## src/rtl/fv_req_arbiter.sv

```systemverilog
// fv_req_arbiter: holds one FV fetch request per PE, grants round-robin into the FV FIFO.
// Define FV_REQ_STALL_CNT_EN to add the stall_cnt output.
module fv_req_arbiter #(
  parameter int NUM_PE = 4,
  parameter int ADDR_W = 8,
  parameter int MAX_FV_NUM = 256,
  localparam int TAG_W = $clog2(NUM_PE),
  localparam int NFV_W = $clog2(MAX_FV_NUM)
) (
  input  logic                     clk,
  input  logic                     reset,
  input  logic [NFV_W-1:0]         Num_FV,
  input  logic [NUM_PE-1:0]        req_valid,
  input  logic [NUM_PE*ADDR_W-1:0] req_addr,
  output logic [NUM_PE-1:0]        req_ready,
  input  logic                     fifo_wfull,
  output logic                     out_valid,
  output logic [TAG_W-1:0]         out_pe_tag,
  output logic [ADDR_W-1:0]        out_fv_addr,
  output logic                     err_oob,
  output logic [TAG_W-1:0]         err_pe_tag
`ifdef FV_REQ_STALL_CNT_EN
  ,
  output logic [15:0]              stall_cnt
`endif
);
  localparam int CW = ADDR_W > NFV_W ? ADDR_W : NFV_W;
  logic [NUM_PE-1:0] pending, in_range;
  logic [ADDR_W-1:0] addr_q [NUM_PE];
  logic [TAG_W-1:0] rr_ptr, g;
  logic any_pend;
  assign any_pend = |pending;
  assign req_ready = ~pending;
  assign out_valid = any_pend && !fifo_wfull;
  assign out_pe_tag = g;
  assign out_fv_addr = any_pend ? addr_q[g] : '0;
  // descending scan so the pending PE closest to rr_ptr wins
  always_comb begin
    g = '0;
    for (int k = NUM_PE - 1; k >= 0; k--)
      if (pending[rr_ptr + TAG_W'(k)]) g = rr_ptr + TAG_W'(k);
    for (int i = 0; i < NUM_PE; i++)
      in_range[i] = CW'(req_addr[i*ADDR_W +: ADDR_W]) < CW'(Num_FV);
  end
  // descending loop so the lowest-index PE wins a simultaneous first error
  always_ff @(posedge clk or posedge reset)
    if (reset) begin
      pending <= '0;
      rr_ptr <= '0;
      err_oob <= 1'b0;
      err_pe_tag <= '0;
      for (int i = 0; i < NUM_PE; i++) addr_q[i] <= '0;
    end else begin
      if (out_valid) rr_ptr <= g + 1'b1;
      for (int i = NUM_PE - 1; i >= 0; i--) begin
        if (out_valid && g == TAG_W'(i)) pending[i] <= 1'b0;
        else if (req_valid[i] && !pending[i] && in_range[i]) begin
          pending[i] <= 1'b1;
          addr_q[i] <= req_addr[i*ADDR_W +: ADDR_W];
        end
        if (req_valid[i] && !pending[i] && !in_range[i] && !err_oob) begin
          err_oob <= 1'b1;
          err_pe_tag <= TAG_W'(i);
        end
      end
    end
`ifdef FV_REQ_STALL_CNT_EN
  always_ff @(posedge clk or posedge reset)
    if (reset) stall_cnt <= '0;
    else if (any_pend && fifo_wfull && stall_cnt != 16'hFFFF) stall_cnt <= stall_cnt + 16'd1;
`endif
endmodule

```

## config.mk

```make
export PLATFORM = sky130hd
export DESIGN_NAME = fv_req_arbiter
export DESIGN_NICKNAME = d
export VERILOG_FILES = /design/src/rtl/fv_req_arbiter.sv
export SDC_FILE = /design/constraint.sdc
export NUM_CORES = 1
export LEC_CHECK = 0
export ABC_CLOCK_PERIOD_IN_PS = 4100
export CORE_UTILIZATION = 54
export DETAILED_ROUTE_END_ITERATION = 8
export PLACE_DENSITY = 0.93
export RECOVER_POWER = 50
export SLEW_MARGIN = 30
export SYNTH_ARGS = -nofsm -noshare
export SYNTH_HDL_FRONTEND = slang
export SYNTH_SLANG_ARGS = --single-unit
```

## constraint.sdc

```tcl
create_clock -name clk -period 4.1 [get_ports clk]
set_clock_uncertainty 0.1 [all_clocks]
set_input_delay 0.82 -clock clk [delete_from_list [all_inputs] [get_ports clk]]
set_output_delay 0.82 -clock clk [all_outputs]
set_load 0.01 [all_outputs]
```

==> impl_results.md <==
* Status: complete, but fails checks
* Failing checks: max-capacitance violations, max-slew violations
* Syn avg cell area at about 11 sq um
* Pre-Repair DR Iteration Count at 6
* Sequential area share after synthesis at 38.9%
* Worst r2r path cells at 11
* Yosys warnings at 0
* Pwr Density at 721 mW/mm^2
* Gpl congestion at between 0.9 and 1
* Port bufs at 64
* Syn nets at 318
* Max-slew violations at 42
* Final hold violation count at 0
* Layout cell share with drive strength beyond 1 at ~15%
* Area delta synth->final at 31.6%
* CTS Hold Bufs at 0
* Largest net degree at the start of global routing at 42
* Io pins at 65
* Clock root cell: clkbuf_8
* Max clock buf depth at 2
* Cell Area, Placed at 0.00337 sq mm
* Peak supply drop at 0.000329 V
* Gr usage total at 26.8%
* Slew @ Worst Pin at 2.17 ns
* Routed WL at 6.54 mm
* Critical Path Sink Type: output port
* Reg clk slew, reported paths at 0.08 ns
* Final setup TNS at 0 ns
* Via density at 5.82
* Post-Syn Area at around 0.0026 sq mm
* Average wire per standard cell at about 17 microns
* DR iter-0 viols at between 100 and 150
* First-pass GRT wire length at 10.6 mm
* CTS tree: yes
* CTS sink count at 41
* Power consumption at 2510 uW
* Min cycle time layout at 3.50 ns
* CTS resizes at 0
* Gr ovfl total at 0
* Placeable Area at 0.00472 sq mm
* Clk_lat worst skew at 0.29 ns
* Crit start category: flip-flop
* FMAX at about 290 MHz
* Post-synthesis cell count at 239
* Initial antenna violation count at 0
* #FFs+latches synth at 41
* Detailed Place HPWL at about 5.2 mm
* Worst Path Required at 3.18 ns
* Crit path max fanout at 15
* Number of flops mapped to enable cells by yosys at 0
* Setup bufs post-CTS at 0
* # DRC at 0
* Tcrit/Tclk final at 85.4%
* Die height at approximately 72 microns
* Setup CP Type: reg2out
* Max_cap viols at 1
* Vias in the first global route at 2223
* Synth cell types at 41
* H-tree levels at 2
* Cell Rows at 25
* Post-layout nets at 388
* Arr. time, crit path at 2.58 ns
* Filler instances at approximately 320
* Post-Layout Inst Area at 0.00347 sq mm
* Die area at 0.00517 sq mm
* Setup violations, final at 0
* Final ANT Viol Nets at 0
* P_leak at 0.00160 uW
* RSZ-0062 raised after global routing: no
* Starting Density at 55.9%
* Worst rel slew slack at -44.9%
* Async set-reset flop share out of synthesis at 100%
* Top_reg_cell synth: dfrtp_1
* Hold Path Cell Cnt at 1
* N_diodes at 0
* Num CTS Buffers at 5
* DIE WIDTH at 71.9 microns
* Hold Path Class: reg2reg
* Vias at 2196
[placed cells by master (no fill, tap or decap), types with 2 or more instances in the layout]
cell             instances
nand4_1                  4
inv_1                   17
clkbuf_8                 6
o21ai_0                  8
nand2b_1                 4
o22ai_1                  9
mux2_2                  25
o21ai_2                  2
or2b_1                   2
nand3_1                  4
dfrtp_1                 41
mux2_4                   8
nor2_1                   5
ha_1                    32
nand2_1                 17
dlygate4sd3_1            8
mux2i_1                 17
a21oi_1                 15
o21a_1                   3
and2_1                   2
clkdlybuf4s50_1         56
clkbuf_1                 4
[flip-flops by register name, summed over array words and instances (netlist names)]
register / cells
pending: 4
addr_q: 32
rr_ptr: 2
err_oob: 1
err_pe_tag: 2
[worst max-delay path, cell delays in order (launching register included)]
cell	delay, ns
dfrtp_1	0.47
a21oi_1	0.10
o21ai_0	0.16
nand2_1	0.09
o21ai_2	0.14
buf_4	0.36
mux2i_1	0.15
o22ai_1	0.24
clkdlybuf4s50_1	0.58
[cells by family after synthesis]
| logic type | share of synthesized area [%] |
|---|---|
| AOI/OAI and AO/OA | 12.2 |
| adders and majority gates | 15.2 |
| buffers and inverters | 3.51 |
| DFF | 38.9 |
| muxes | 21.7 |
| and+or+nand+nor | 8.58 |
[metal layers]
| layer | track usage, % | part of all wire (%) | vias up |
|---|---|---|---|
| li1 | - | - | 1013 |
| met5 | 0 | 0 | - |
| met1 | 35.3 | 42 | 1074 |
| met2 | 44.1 | 50 | 91 |
| met4 | 10.2 | 2.6 | 0 |
| met3 | 4.86 | 5.2 | 18 |
[path summary, 6_finish.rpt]
check | slack [ns] | from | to
max in group asynchronous | 0.99 | reset | addr_q[10]$_DFFE_PP0P_
max reg2reg | 1.06 | pending[2]$_DFFE_PP0P_ | addr_q[5]$_DFFE_PP0P_
max | 0.60 | pending[0]$_DFFE_PP0P_ | out_fv_addr[6]
min reg2reg | 0.41 | addr_q[15]$_DFFE_PP0P_ | addr_q[15]$_DFFE_PP0P_
min | 0.41 | addr_q[15]$_DFFE_PP0P_ | addr_q[15]$_DFFE_PP0P_
min in group asynchronous | 1.65 | reset | addr_q[0]$_DFFE_PP0P_
[layout make-up]
cell class	count	area [sq um]	share of cell area, %
Clock buffer	7	86.3	2.49
Clock inverter	1	30.0	0.865
Inverter	17	63.8	1.84
Multi-Input combinational cell	176	1520	43.9
Sequential cell	41	1030	29.5
Tap cell	67	83.8	2.41
Timing Repair Buffer	68	659	19.0
[power by group]
part           internal (uW)  leakage (uW)  switching [uW]
logic                    761       0.00106             662
registers                608      0.000482             139
clock network            198     0.0000585             136
total                   1570       0.00160             938
[Yosys cell counts, drive strengths merged (2+ instances only)]
| library cell | n | area [sq um] |
|---|---|---|
| dfrtp | 41 | 1030 |
| mux2 | 33 | 402 |
| ha | 32 | 400 |
| inv | 17 | 63.8 |
| mux2i | 17 | 170 |
| nand2 | 17 | 63.8 |
| a21oi | 15 | 75.1 |
| o21ai | 10 | 53.8 |
| o22ai | 9 | 56.3 |
| nor2 | 5 | 18.8 |
| buf | 4 | 25.0 |
| nand2b | 4 | 25.0 |
| nand3 | 4 | 20.0 |
| nand4 | 4 | 25.0 |
| o21a | 3 | 22.5 |
| and2 | 2 | 12.5 |
| or2b | 2 | 15.0 |
| or3b | 2 | 17.5 |
[through the flow]
step	utilization [%]	instances	hold slack [ns]	worst slack, ns
floorplan	-	239	0.379	1.21
global placement	71.3	369	0.386	0.526
detailed placement	71.3	369	0.393	0.492
CTS	73.8	377	0.410	0.629
global route	73.5	377	0.414	0.447
finish	73.5	377	0.408	0.598
(Power assumes the default switching activity.)
